--- config.mk ---
export PLATFORM = sky130hd
export DESIGN_NAME = kbd_matrix_scan
export DESIGN_NICKNAME = d
export VERILOG_FILES = /design/src/rtl/cpc_kbd_pkg.sv /design/src/rtl/lsb_pick8.sv /design/src/rtl/kbd_matrix_scan.sv
export SDC_FILE = /design/constraint.sdc
export NUM_CORES = 1
export LEC_CHECK = 0
export ABC_AREA = 0
export BUFFER_PORTS_ARGS = -buffer_cell sky130_fd_sc_hd__buf_4
export CELL_PAD_IN_SITES_DETAIL_PLACEMENT = 2
export CELL_PAD_IN_SITES_GLOBAL_PLACEMENT = 2
export CORE_MARGIN = 8
export CORE_UTILIZATION = 29
export CTS_CLUSTER_DIAMETER = 50
export DETAILED_ROUTE_END_ITERATION = 16
export PLACE_DENSITY = 0.63
export SYNTH_ARGS = -nofsm -noshare
export SYNTH_HDL_FRONTEND = slang
export SYNTH_HIERARCHICAL = 1
export SYNTH_SLANG_ARGS = --single-unit
--- constraint.sdc ---
create_clock -name clk -period 9.1 [get_ports clk]
set_input_delay 0.91 -clock clk [delete_from_list [all_inputs] [get_ports clk]]
set_output_delay 0.91 -clock clk [all_outputs]
set_load 0.05 [all_outputs]
--- src/rtl/cpc_kbd_pkg.sv ---
// Shared definitions for the CPC keyboard matrix scanner: sizes, event
// field positions, key-code packing and the scanner FSM state type.
package cpc_kbd_pkg;

  localparam int unsigned CPC_ROWS = 10;
  localparam int unsigned ROW_W    = 4;
  localparam int unsigned COL_W    = 3;
  localparam int unsigned COL_N    = 8;
  localparam int unsigned CODE_W   = 8;
  localparam int unsigned EV_W     = 11;

  // Event bit positions; [8] is always 0 and [7:0] carries the key code.
  localparam int unsigned EV_TGL   = 10;
  localparam int unsigned EV_PRESS = 9;

  typedef enum logic [2:0] {
    IDLE   = 3'd0,
    DRIVE  = 3'd1,
    SAMPLE = 3'd2,
    EMIT   = 3'd3,
    NEXT   = 3'd4
  } kms_state_t;

  // Key code as seen by ps2_key-format consumers: {0, row, col}.
  function automatic logic [CODE_W-1:0] cpc_key_code(input logic [ROW_W-1:0] row,
                                                     input logic [COL_W-1:0] col);
    return {1'b0, row, col};
  endfunction

endpackage

--- src/rtl/lsb_pick8.sv ---
// Lowest-set-bit priority encoder over an 8-bit vector (purely combinational).
module lsb_pick8 (
  input  logic [7:0] vec_i,
  output logic       valid_c_o,
  output logic [2:0] idx_c_o
);

  // Scan from the top down so the lowest set bit is the last one written.
  always_comb begin
    valid_c_o = 1'b0;
    idx_c_o   = 3'd0;
    for (int i = 7; i >= 0; i--) begin
      if (vec_i[i]) begin
        valid_c_o = 1'b1;
        idx_c_o   = 3'(i);
      end
    end
  end

endmodule

--- src/rtl/kbd_matrix_scan.sv ---
// CPC keyboard matrix scanner: walks the rows, keeps a pressed-key image and
// reports each key change as a toggle-strobed ps2_key-style event.
module kbd_matrix_scan
  import cpc_kbd_pkg::*;
#(
  parameter int unsigned ROWS     = CPC_ROWS,
  parameter int unsigned SETTLE   = 2,
  parameter int unsigned SCAN_GAP = 1024,
  parameter int unsigned EV_GAP   = 4
) (
  input  logic             clk,
  input  logic             reset,
  input  logic             scan_en,
  output logic [ROW_W-1:0] Y,
  input  logic [COL_N-1:0] X,
  output logic [EV_W-1:0]  ev,
  output logic             busy,
  output logic             scan_done
);

  localparam int unsigned CNT_MAX =
    (SCAN_GAP > SETTLE) ? ((SCAN_GAP > EV_GAP) ? SCAN_GAP : EV_GAP)
                        : ((SETTLE > EV_GAP) ? SETTLE : EV_GAP);
  localparam int unsigned CNT_W = $clog2(CNT_MAX + 1);

  localparam logic [CNT_W-1:0] GAP_LAST = CNT_W'(SCAN_GAP - 1);
  localparam logic [CNT_W-1:0] SET_LAST = CNT_W'(SETTLE - 1);
  localparam logic [CNT_W-1:0] EVG_LAST = CNT_W'(EV_GAP - 1);
  localparam logic [ROW_W-1:0] ROW_LAST = ROW_W'(ROWS - 1);

  kms_state_t                  state_q, state_d;
  logic [ROW_W-1:0]            row_q, row_d;
  logic [ROW_W-1:0]            y_q, y_d;
  logic [CNT_W-1:0]            cnt_q, cnt_d;
  logic [ROWS-1:0][COL_N-1:0]  img_q, img_d;
  logic [COL_N-1:0]            diff_q, diff_d;
  logic [EV_W-1:0]             ev_q, ev_d;
  logic                        busy_q, busy_d;
  logic                        done_q, done_d;

  logic [COL_N-1:0] img_row;
  logic [COL_N-1:0] diff_now;
  logic [COL_N-1:0] diff_cur;
  logic [COL_N-1:0] pick_bit;
  logic             pick_vld;
  logic [COL_W-1:0] pick_idx;
  logic [EV_W-1:0]  ev_emit;

  // In SAMPLE the change set comes straight from X; in EMIT from the held copy.
  assign img_row  = img_q[row_q];
  assign diff_now = (~X) ^ img_row;
  assign diff_cur = (state_q == SAMPLE) ? diff_now : diff_q;
  assign pick_bit = COL_N'(1) << pick_idx;

  lsb_pick8 u_pick (
    .vec_i     (diff_cur),
    .valid_c_o (pick_vld),
    .idx_c_o   (pick_idx)
  );

  // Event for the picked column; a differing bit means its new state is ~img.
  always_comb begin
    ev_emit             = ev_q;
    ev_emit[EV_TGL]     = ~ev_q[EV_TGL];
    ev_emit[EV_PRESS]   = ~img_row[pick_idx];
    ev_emit[EV_PRESS-1] = 1'b0;
    ev_emit[7:0]        = cpc_key_code(row_q, pick_idx);
  end

  // Next-state and output logic for the scan FSM.
  always_comb begin
    state_d = state_q;
    row_d   = row_q;
    y_d     = y_q;
    cnt_d   = cnt_q;
    img_d   = img_q;
    diff_d  = diff_q;
    ev_d    = ev_q;
    busy_d  = busy_q;
    done_d  = 1'b0;

    case (state_q)
      IDLE: begin
        if (cnt_q == GAP_LAST) begin
          if (scan_en) begin
            row_d   = '0;
            y_d     = '0;
            cnt_d   = '0;
            busy_d  = 1'b1;
            state_d = DRIVE;
          end
        end else begin
          cnt_d = cnt_q + 1'b1;
        end
      end

      DRIVE: begin
        if (cnt_q == SET_LAST) begin
          cnt_d   = '0;
          state_d = SAMPLE;
        end else begin
          cnt_d = cnt_q + 1'b1;
        end
      end

      SAMPLE: begin
        if (pick_vld) begin
          ev_d           = ev_emit;
          img_d[row_q]   = img_row ^ pick_bit;
          diff_d         = diff_now & ~pick_bit;
          cnt_d          = '0;
          state_d        = EMIT;
        end else begin
          diff_d  = '0;
          state_d = NEXT;
        end
      end

      EMIT: begin
        if (cnt_q == EVG_LAST) begin
          cnt_d = '0;
          if (pick_vld) begin
            ev_d         = ev_emit;
            img_d[row_q] = img_row ^ pick_bit;
            diff_d       = diff_q & ~pick_bit;
          end else begin
            state_d = NEXT;
          end
        end else begin
          cnt_d = cnt_q + 1'b1;
        end
      end

      NEXT: begin
        cnt_d = '0;
        if (row_q == ROW_LAST) begin
          done_d  = 1'b1;
          row_d   = '0;
          busy_d  = 1'b0;
          state_d = IDLE;
        end else if (!scan_en) begin
          row_d   = '0;
          busy_d  = 1'b0;
          state_d = IDLE;
        end else begin
          row_d   = row_q + 1'b1;
          y_d     = row_q + 1'b1;
          state_d = DRIVE;
        end
      end

      default: begin
        state_d = IDLE;
        cnt_d   = '0;
        busy_d  = 1'b0;
      end
    endcase
  end

  // State registers; reset also drops any event in flight.
  always_ff @(posedge clk) begin
    if (reset) begin
      state_q <= IDLE;
      row_q   <= '0;
      y_q     <= '0;
      cnt_q   <= '0;
      img_q   <= '0;
      diff_q  <= '0;
      ev_q    <= '0;
      busy_q  <= 1'b0;
      done_q  <= 1'b0;
    end else begin
      state_q <= state_d;
      row_q   <= row_d;
      y_q     <= y_d;
      cnt_q   <= cnt_d;
      img_q   <= img_d;
      diff_q  <= diff_d;
      ev_q    <= ev_d;
      busy_q  <= busy_d;
      done_q  <= done_d;
    end
  end

  assign Y         = y_q;
  assign ev        = ev_q;
  assign busy      = busy_q;
  assign scan_done = done_q;

endmodule

==> results of run 1 <==
-- critical path: cells and delay by family, from the launching register on --
family          cells  cell delay [ns]
mux                 1             0.15
compound gates      4             1.34
xor+xnor            2             0.74
flops               1             0.90
simple gates        6             1.83
-- path summary, 6_finish.rpt --
kind | startpoint | slack [ns] | end
hold reg to reg | Y[3] | 0.47 | Y[3]
setup / recovery | row_q[3] | 4.06 | img_q[78]
hold / removal | Y[3] | 0.47 | Y[3]
setup reg to reg | row_q[3] | 4.06 | img_q[78]
-- power breakdown --
group          internal [W]  switching [W]
logic            0.00000676      0.0000165
registers          0.000531     0.00000201
clock network      0.000451       0.000243
total              0.000989       0.000262
-- routing by layer --
metal	vias to the layer above	GRT usage (%)	routed length (um)
li1	2261	-	-
met2	64	25.5	9250
met5	-	0	0
met3	30	3.07	501
met4	0	5.86	418
met1	2381	19.5	9270
-- cell type report --
cell class	count	area [um2]
clock buffers	24	482
fillers	2299	13800
well taps	275	344
clock inverters	8	118
multi-input cells	481	3360
inverters	8	30.0
repair buffers	30	225
flip-flops and latches	121	2420
-- through the flow --
stage | std cells | power [W]
floorplan | 651 | 0.000560
detailed placement | 915 | 0.000568
CTS | 947 | 0.00127
global route | 947 | 0.00129
global placement | 915 | 0.000567
finish | 947 | 0.00125
-- sequential cells by signal (all words and copies together), names as in the netlist --
| signal | count |
|---|---|
| img_q | 80 |
| cnt_q | 11 |
| ev | 9 |
| diff_q | 8 |
| Y | 4 |
| row_q | 4 |
| state_q | 3 |
| busy | 1 |
| scan_done | 1 |
-- Yosys cell counts (all sizes together), types with 6 or more instances --
| master | number |
|---|---|
| xnor2 | 19 |
| dfxtp | 121 |
| a22oi | 10 |
| ha | 6 |
| nand3 | 10 |
| mux2i | 127 |
| a31oi | 13 |
| xor2 | 7 |
| nand2 | 33 |
| clkbuf | 17 |
| nor3 | 8 |
| buf | 24 |
| nor2b | 11 |
| o21ai | 13 |
| nand4 | 7 |
| a21oi | 34 |
| inv | 8 |
| nor2 | 136 |
-- cells by family after synthesis --
family                   Yosys count  share of synthesized area, %
XOR/XNOR                          26                          5.11
AND/OR/NAND/NOR                  234                          18.0
buffers and inverters             49                          4.76
flip-flops                       121                          39.9
multiplexers                     128                          21.1
AO/OA/AOI/OAI                     85                          9.79
adder cells (fa/ha/maj)            6                          1.24
other                              1                        0.0618
==> reports/qor.txt, run 1 <==
Synth area leaders = dfxtp_1, mux2i_1, nor2_1, a21oi_1, nand2_1
Routed WL = 19400 um
crit path launch type = flop
post-CTS setup buffer count = 0
post-synthesis sequential area ratio = 39.9%
antenna violations before repair = 0
area of the mapped netlist = 0.00607 mm2
commonest non-fill, non-tap cell in the layout = nor2_1
Worst Setup End Kind = flop
grt total ovfl = 0
Top FF cell, synth = dfxtp_1
FP Rows = 53
clk_skew = 0.0104 ns
vias per cell = 5.00
vias in the first global route = 5243
Hold Path Cell Cnt = 2
critical path cell sequence = or3b_1, nor2_1, a31oi_4, xnor2_1, a21oi_1, nor2_1, o21ai_0, a211oi_1, nor2b_1, nand2_1, xor2_2, mux2i_1, nor2_1
most used cell, CP = nor2_1
area grow syn2layout = 15.1%
Worst-Margin Slew = 1.17 ns
post-DP HPWL = 13200 um
Buffers on Ports = 25
PostCTS Resize Cnt = 0
share of flip-flops with an asynchronous set or reset = 0%
Max stage delay on crit path = 0.98 ns
antenna-violating nets left = 0
router iterations before antenna repair = 4
FF-to-FF path depth = 13
area leader, netlist = dfxtp_1
syn_area_per_cell = 9.34 um2
peak supply drop = 0.113 mV
TritonCTS clock tree = yes
layout cell share with drive strength beyond 1 = 12.4%
initial DRC count = 158
CTS root buf = clkbuf_16
fin. max-slew vios = 0
Min Hold Slack = 0.468 ns
clk buf depth = 2
Achievable Freq = 198 MHz
crit path max fanout = 18
fin util = 33.6%
Slew headroom = 21.9%
Design Area, Final = 0.00698 mm2
DRC viols = 0
critical path class = flop to flop
LEAKAGE = 2.60 nW
RSZ-0062 raised after global routing = no
Place WS = 4.07 ns
placer's final routability congestion estimate = 0.763
overall routing resource usage = 15.5%
Initial Util = 29.2%
top cell type's share of synthesized area = 39.9%
core area = 0.0208 mm2
post-synthesis register bit count = 121
Cell Pwr Density = 179 mW/mm2
ant diodes = 0
worst hold-check path type = flop to flop
final hold viol count = 0
fin worst setup slack = 4.06 ns
Cell Area, Placed = 0.00638 mm2
CP max stage cell = a211oi_1
total negative slack = 0 ns
Unique masters post-synth = 54
clock sink count = 121
global-route wire length before repair = 30800 um
vias = 4736
Tcrit/Tclk final = 55.4%
Worst EP arrival = 5.38 ns
H-tree Lvls = 4
Post-CTS Hold Fix Bufs = 0
WL per Instance = 20.5 um
outcome = completed
synthesized instance count = 650
critical path data required time = 9.44 ns
commonest non-fill, non-tap cells in the layout = nor2_1, mux2i_1, dfxtp_1
Clock Latency Late Sink = 0.42 ns
largest net degree at the start of global routing = 83
Post-synth EDFFs = 0
Die Height = 161 um
top-level I/O count = 28
CTS Buf Count = 17
max_cap viols = 0
# setup viols final = 0
Final min period = 5.04 ns
Final nets = 676
die span in x = 161 um
Die Area = 0.0258 mm2
clock transition at the registers of the reported paths = 0.05 ns
Ys Warns = 6
Power figures use the tool's default switching activity.
==> run 2, diff against run 1 <==
==> constraint.sdc (replaced) <==
create_clock -name clk -period 4.95 [get_ports clk]
set_input_delay 0.495 -clock clk [delete_from_list [all_inputs] [get_ports clk]]
set_output_delay 0.495 -clock clk [all_outputs]
set_load 0.05 [all_outputs]
==> reports/qor.txt, run 2 (synthesis gave the netlist of run 1 again) <==
outcome = completed
Top reg by flops = img_q
antenna violations before repair = 0 (unchanged)
Final nets = 692 (+2.4%)
post-CTS setup buffer count = 0 (unchanged)
Die Height = 161 um (unchanged)
CTS Buf Count = 17 (unchanged)
wire length on met3 = 455 um (-9.2%)
Post-CTS Hold Fix Bufs = 0 (unchanged)
largest net degree at the start of global routing = 69 (-17%)
max_cap viols = 0 (unchanged)
CTS root buf = clkbuf_16
FF-to-FF setup slack = 0.42 ns (-3.64 ns)
initial DRC count = 168 (+6.3%)
Worst EP arrival = 4.82 ns (-0.56 ns)
layout cell share with drive strength beyond 1 = 14.5% (+2.2 points)
Buffers on Ports = 25 (unchanged)
Cell Pwr Density = 328 mW/mm2 (+83%)
Routed WL = 18800 um (-3.2%)
WL per Instance = 19.5 um (-4.8%)
LEAKAGE = 2.68 nW (+3.0%)
fin util = 34.3% (+0.69 points)
Slew headroom = 49.4% (+28 points)
Largest register FFs = 80 (unchanged)
placer's final routability congestion estimate = 0.732 (-4.0%)
Cell Area, Placed = 0.00652 mm2 (+2.1%)
Final min period = 4.53 ns (-0.509 ns)
peak supply drop = 0.129 mV (+14%)
Worst Setup End Kind = flop
overall routing resource usage = 15.1% (-0.41 points)
grt total ovfl = 0 (unchanged)
clk_skew = 0.00752 ns (-0.00290 ns)
metal2 WL = 9290 um (+0.42%)
Max Used Layer = met4
final hold viol count = 0 (unchanged)
clock transition at the registers of the reported paths = 0.06 ns (about the same)
area grow syn2layout = 17.4%
DRT met1 WL = 8700 um (-6.1%)
sw power = 0.000509 W (+95%)
Tcrit/Tclk final = 91.5% (+36 points)
combinational power share = 1.9% (about the same)
vias in the first global route = 5358 (+2.2%)
router iterations before antenna repair = 4 (unchanged)
TritonCTS clock tree = yes
fin. max-slew vios = 0 (unchanged)
H-tree Lvls = 4 (unchanged)
crit path launch type = flop
clock share of power = 56.2% (+0.7 points)
PostCTS Resize Cnt = 0 (unchanged)
Seq pwr share = 41.9% (-0.7 points)
total power = 0.00234 W (+87%)
top-level I/O count = 28 (unchanged)
Initial Util = 29.2% (unchanged)
Die Area = 0.0258 mm2 (unchanged)
clock sink count = 121 (unchanged)
RSZ-0062 raised after global routing = no
commonest non-fill, non-tap cells in the layout = nor2_1, mux2i_1, dfxtp_1
core area = 0.0208 mm2 (unchanged)
Design Area, Final = 0.00713 mm2 (+2.1%)
FP Rows = 53 (unchanged)
critical path data required time = 5.24 ns (-4.20 ns)
critical path class = flop to flop
sw frac = 21.8% (+0.83 points)
ant diodes = 0 (unchanged)
Worst-Margin Slew = 0.760 ns (-0.405 ns)
Min Hold Slack = 0.424 ns (-0.0435 ns)
vias = 4820 (+1.8%)
vias per cell = 5.01 (about the same)
fill cell count = 2294 (-0.22%)
antenna-violating nets left = 0 (unchanged)
global-route wire length before repair = 30600 um (-0.49%)
Achievable Freq = 221 MHz (+11%)
clk buf depth = 2 (unchanged)
total negative slack = 0 ns (unchanged)
Internal = 0.00183 W (+85%)
Clock Latency Late Sink = 0.42 ns (about the same)
die span in x = 161 um (unchanged)
# setup viols final = 0 (unchanged)
worst hold-check path type = input port to flop
post-DP HPWL = 13300 um (+0.53%)
commonest non-fill, non-tap cell in the layout = nor2_1
DRC viols = 0 (unchanged)
crit path max fanout = 24 (+6)
==> run 2: cell types whose count changed in the layout (fill, tap and decap cells not counted), sizes merged <==
| cell | previous run | this run |
|---|---|---|
| buf | 30 | 46 |
| clkbuf | 24 | 20 |
| clkinvlp | 1 | 4 |
| bufinv | 3 | 4 |
| clkinv | 4 | 3 |
| inv | 8 | 9 |
==> run 2: worst paths after layout <==
| kind | startpoint | end | cells past startpoint |
|---|---|---|---|
| setup / recovery | row_q[0] | img_q[33] | 13 |
| hold reg to reg | Y[2] | Y[2] | 2 |
| hold / removal | X[3] | diff_q[3] | 3 |
| setup reg to reg | row_q[0] | img_q[33] | 13 |
==> run 2: metal layers <==
metal,vias to the layer above,GRT usage [%]
met4,0,5.82
met2,64,25.4
met3,26,2.82
met1,2436,18.6
met5,-,0
li1,2294,-
==> run 2: area by class of cell <==
| type | instances | area [um2] | area share [%] |
|---|---|---|---|
| clock buffer | 20 | 437 | 6.13 |
| clock inverter | 12 | 174 | 2.44 |
| inverter | 8 | 30.0 | 0.421 |
| multi-input combinational | 481 | 3360 | 47.2 |
| sequential | 121 | 2420 | 34.0 |
| tap | 275 | 344 | 4.83 |
| timing repair buffer | 46 | 358 | 5.02 |
==> run 2: through the flow <==
| step | instances | setup slack [ns] |
|---|---|---|
| after CTS | 963 | 0.389 |
| after global routing | 963 | 0.127 |
| after global placement | 931 | 0.575 |
| final | 963 | 0.420 |
| after floorplan | 651 | 1.74 |
| after detailed placement | 931 | 0.448 |
==> run 2: power by group through the flow <==
| stage | Combinational, W | Clock, W | Sequential [W] |
|---|---|---|---|
| detailed placement | 0.0000451 | 0 | 0.00100 |
| CTS | 0.0000451 | 0.00135 | 0.000980 |
| global placement | 0.0000439 | 0 | 0.00100 |
| finish | 0.0000438 | 0.00132 | 0.000980 |
| floorplan | 0.0000288 | 0 | 0.00100 |
| global route | 0.0000487 | 0.00140 | 0.000980 |
==> run 2: worst max-delay path, stage by stage, from the launching register on <==
cell	delay (ns)
dfxtp_2	0.78
buf_12	0.30
mux2i_1	0.26
a22oi_1	0.18
a31oi_4	0.37
xnor2_1	0.19
a21oi_1	0.35
nor4_2	0.08
nand2_1	0.19
nand3_1	0.16
a21oi_2	0.50
and4b_1	0.68
mux2i_1	0.26
nor2_1	0.06
==> run 3, diff against run 2 <==
--- a/config.mk
+++ b/config.mk
@@ -13,7 +13,7 @@
 export CORE_UTILIZATION = 29
 export CTS_CLUSTER_DIAMETER = 50
 export DETAILED_ROUTE_END_ITERATION = 16
-export PLACE_DENSITY = 0.63
+export PLACE_DENSITY = 0.65
 export SYNTH_ARGS = -nofsm -noshare
 export SYNTH_HDL_FRONTEND = slang
 export SYNTH_HIERARCHICAL = 1
==> constraint.sdc (replaced) <==
create_clock -name clk -period 4.1 [get_ports clk]
set_input_delay 0.41 -clock clk [delete_from_list [all_inputs] [get_ports clk]]
set_output_delay 0.41 -clock clk [all_outputs]
set_load 0.05 [all_outputs]
==> reports/qor.txt, run 3 (synthesis gave the netlist of run 1 again) <==
Worst EP arrival = 4.03 ns (-0.79 ns)
DRC viols = 0 (unchanged)
FP Rows = 53 (unchanged)
peak supply drop = 0.224 mV (+74%)
Die Height = 161 um (unchanged)
vias = 4821 (+0.021%)
Final nets = 703 (+1.6%)
CTS root buf = clkbuf_16
Min Hold Slack = 0.327 ns (-0.0972 ns)
antenna-violating nets left = 0 (unchanged)
antenna violations before repair = 0 (unchanged)
post-CTS setup buffer count = 0 (unchanged)
vias per cell = 4.96 (-0.80%)
Tcrit/Tclk final = 91.5% (about the same)
Routed WL = 18400 um (-2.1%)
total negative slack = 0 ns (unchanged)
clk buf depth = 2 (unchanged)
crit path launch type = flop
vias in the first global route = 5344 (-0.26%)
initial DRC count = 162 (-3.6%)
router iterations before antenna repair = 5 (+1)
Achievable Freq = 266 MHz (+21%)
worst hold-check path type = input port to flop
fin. max-slew vios = 0 (unchanged)
ant diodes = 0 (unchanged)
CP Buf/Inv Count = 3 (+2)
Buffers on Ports = 25 (unchanged)
Worst Setup End Kind = flop
global-route wire length before repair = 29700 um (-3.0%)
CP top delay family = compound AO/OA/AOI/OAI gates
final hold viol count = 0 (unchanged)
Top reg by flops = img_q
H-tree Lvls = 4 (unchanged)
post-DP HPWL = 13300 um (+0.11%)
TritonCTS clock tree = yes
layout cell share with drive strength beyond 1 = 15.8% (+1.3 points)
critical path cell sequence = nor2b_1, buf_4, a22oi_1, a31oi_4, xnor2_1, a21oi_1, nor4_2, nand2_1, nand3_1, a21oi_2, buf_12, and4b_1, buf_12, mux2i_1, nor2_1
placer's final routability congestion estimate = 0.774 (+5.7%)
most used cell, CP = buf_12
Post-CTS Hold Fix Bufs = 0 (unchanged)
Largest register FFs = 80 (unchanged)
max_cap viols = 0 (unchanged)
commonest non-fill, non-tap cell in the layout = nor2_1
Clock Latency Late Sink = 0.42 ns (about the same)
Max stage delay on crit path = 0.54 ns (-0.24 ns)
CP max stage cell = dfxtp_1
overall routing resource usage = 14.6% (-0.42 points)
Final min period = 3.75 ns (-0.777 ns)
Initial Util = 29.2% (unchanged)
clock sink count = 121 (unchanged)
die span in x = 161 um (unchanged)
largest net degree at the start of global routing = 62 (-10%)
crit path max fanout = 20 (-17%)
Worst-Margin Slew = 0.729 ns (-0.0308 ns)
critical path class = flop to flop
area grow syn2layout = 19.7%
critical path data required time = 4.38 ns (-0.86 ns)
Die Area = 0.0258 mm2 (unchanged)
commonest non-fill, non-tap cells in the layout = nor2_1, mux2i_1, dfxtp_1
# setup viols final = 0 (unchanged)
top-level I/O count = 28 (unchanged)
WL per Instance = 19.0 um (-2.9%)
outcome = completed
Cell Pwr Density = 356 mW/mm2 (+8.5%)
Slew headroom = 51.3% (+1.9 points)
RSZ-0062 raised after global routing = no
clock transition at the registers of the reported paths = 0.06 ns (about the same)
LEAKAGE = 2.74 nW (+2.1%)
clk_skew = 0.00869 ns (+0.00117 ns)
grt total ovfl = 0 (unchanged)
CTS Buf Count = 17 (unchanged)
core area = 0.0208 mm2 (unchanged)
run 3: changes by cell type in the layout (fill, tap and decap cells not counted), sizes merged:
cell	before	now
bufinv	4	0
inv	9	8
buf	46	57
clkbuf	20	26
clkinvlp	4	0
run 3: cell type report:
| type | instances | area [um2] |
|---|---|---|
| Multi-Input combinational cell | 481 | 3420 |
| Tap cell | 275 | 344 |
| Clock inverter | 3 | 15.0 |
| Timing Repair Buffer | 57 | 515 |
| Sequential cell | 121 | 2430 |
| Inverter | 8 | 30.0 |
| Clock buffer | 26 | 509 |
| Fill cell | 2285 | 13500 |
run 3: path summary, 6_finish.rpt:
| path | startpoint | endpoint | slack [ns] | depth (start not counted) |
|---|---|---|---|---|
| min reg2reg | diff_q[6] | diff_q[6] | 0.46 | 2 |
| max reg2reg | row_q[2] | img_q[59] | 0.35 | 15 |
| min | X[0] | diff_q[0] | 0.33 | 3 |
| max | row_q[2] | img_q[59] | 0.35 | 15 |
run 3: metrics by stage:
step | instance area (um2) | std cells | setup slack, ns | total power, W | util (%)
finish | 7260 | 971 | 0.347 | 0.00259 | 35.0
global placement | 6670 | 942 | 0.151 | 0.00126 | 32.2
CTS | 7200 | 971 | 0.120 | 0.00263 | 34.7
detailed placement | 6670 | 942 | 0.0663 | 0.00126 | 32.2
floorplan | 6070 | 651 | 0.889 | 0.00124 | -
global route | 7260 | 971 | 0.0315 | 0.00268 | 35.0
run 3: power breakdown:
| group | switching [W] | internal [W] | total (W) |
|---|---|---|---|
| Sequential | 0.00000444 | 0.00118 | 0.00118 |
| Combinational | 0.0000367 | 0.0000154 | 0.0000521 |
| Clock | 0.000513 | 0.000838 | 0.00135 |
run 3: routing by layer:
layer / wire (um) / track usage (%) / vias up
li1: - / - / 2312
met1: 8510 / 17.7 / 2437
met2: 9220 / 25.4 / 53
met3: 450 / 3.17 / 19
met4: 229 / 4.76 / 0
met5: 0 / 0 / -
run 3: worst register-to-register path, stage by stage, from the launching register on:
cell and delay (ns):
dfxtp_1 0.54, nor2b_1 0.10, buf_4 0.19, a22oi_1 0.39, a31oi_4 0.22, xnor2_1 0.19, a21oi_1 0.40, nor4_2 0.09
nand2_1 0.18, nand3_1 0.16, a21oi_2 0.22, buf_12 0.21, and4b_1 0.27, buf_12 0.16, mux2i_1 0.24, nor2_1 0.06
run 3: repair_timing:
action                                  CTS  global route
endpoints found under the setup margin    2            42
endpoints found under the hold margin     0             0
resized for setup                         1             8
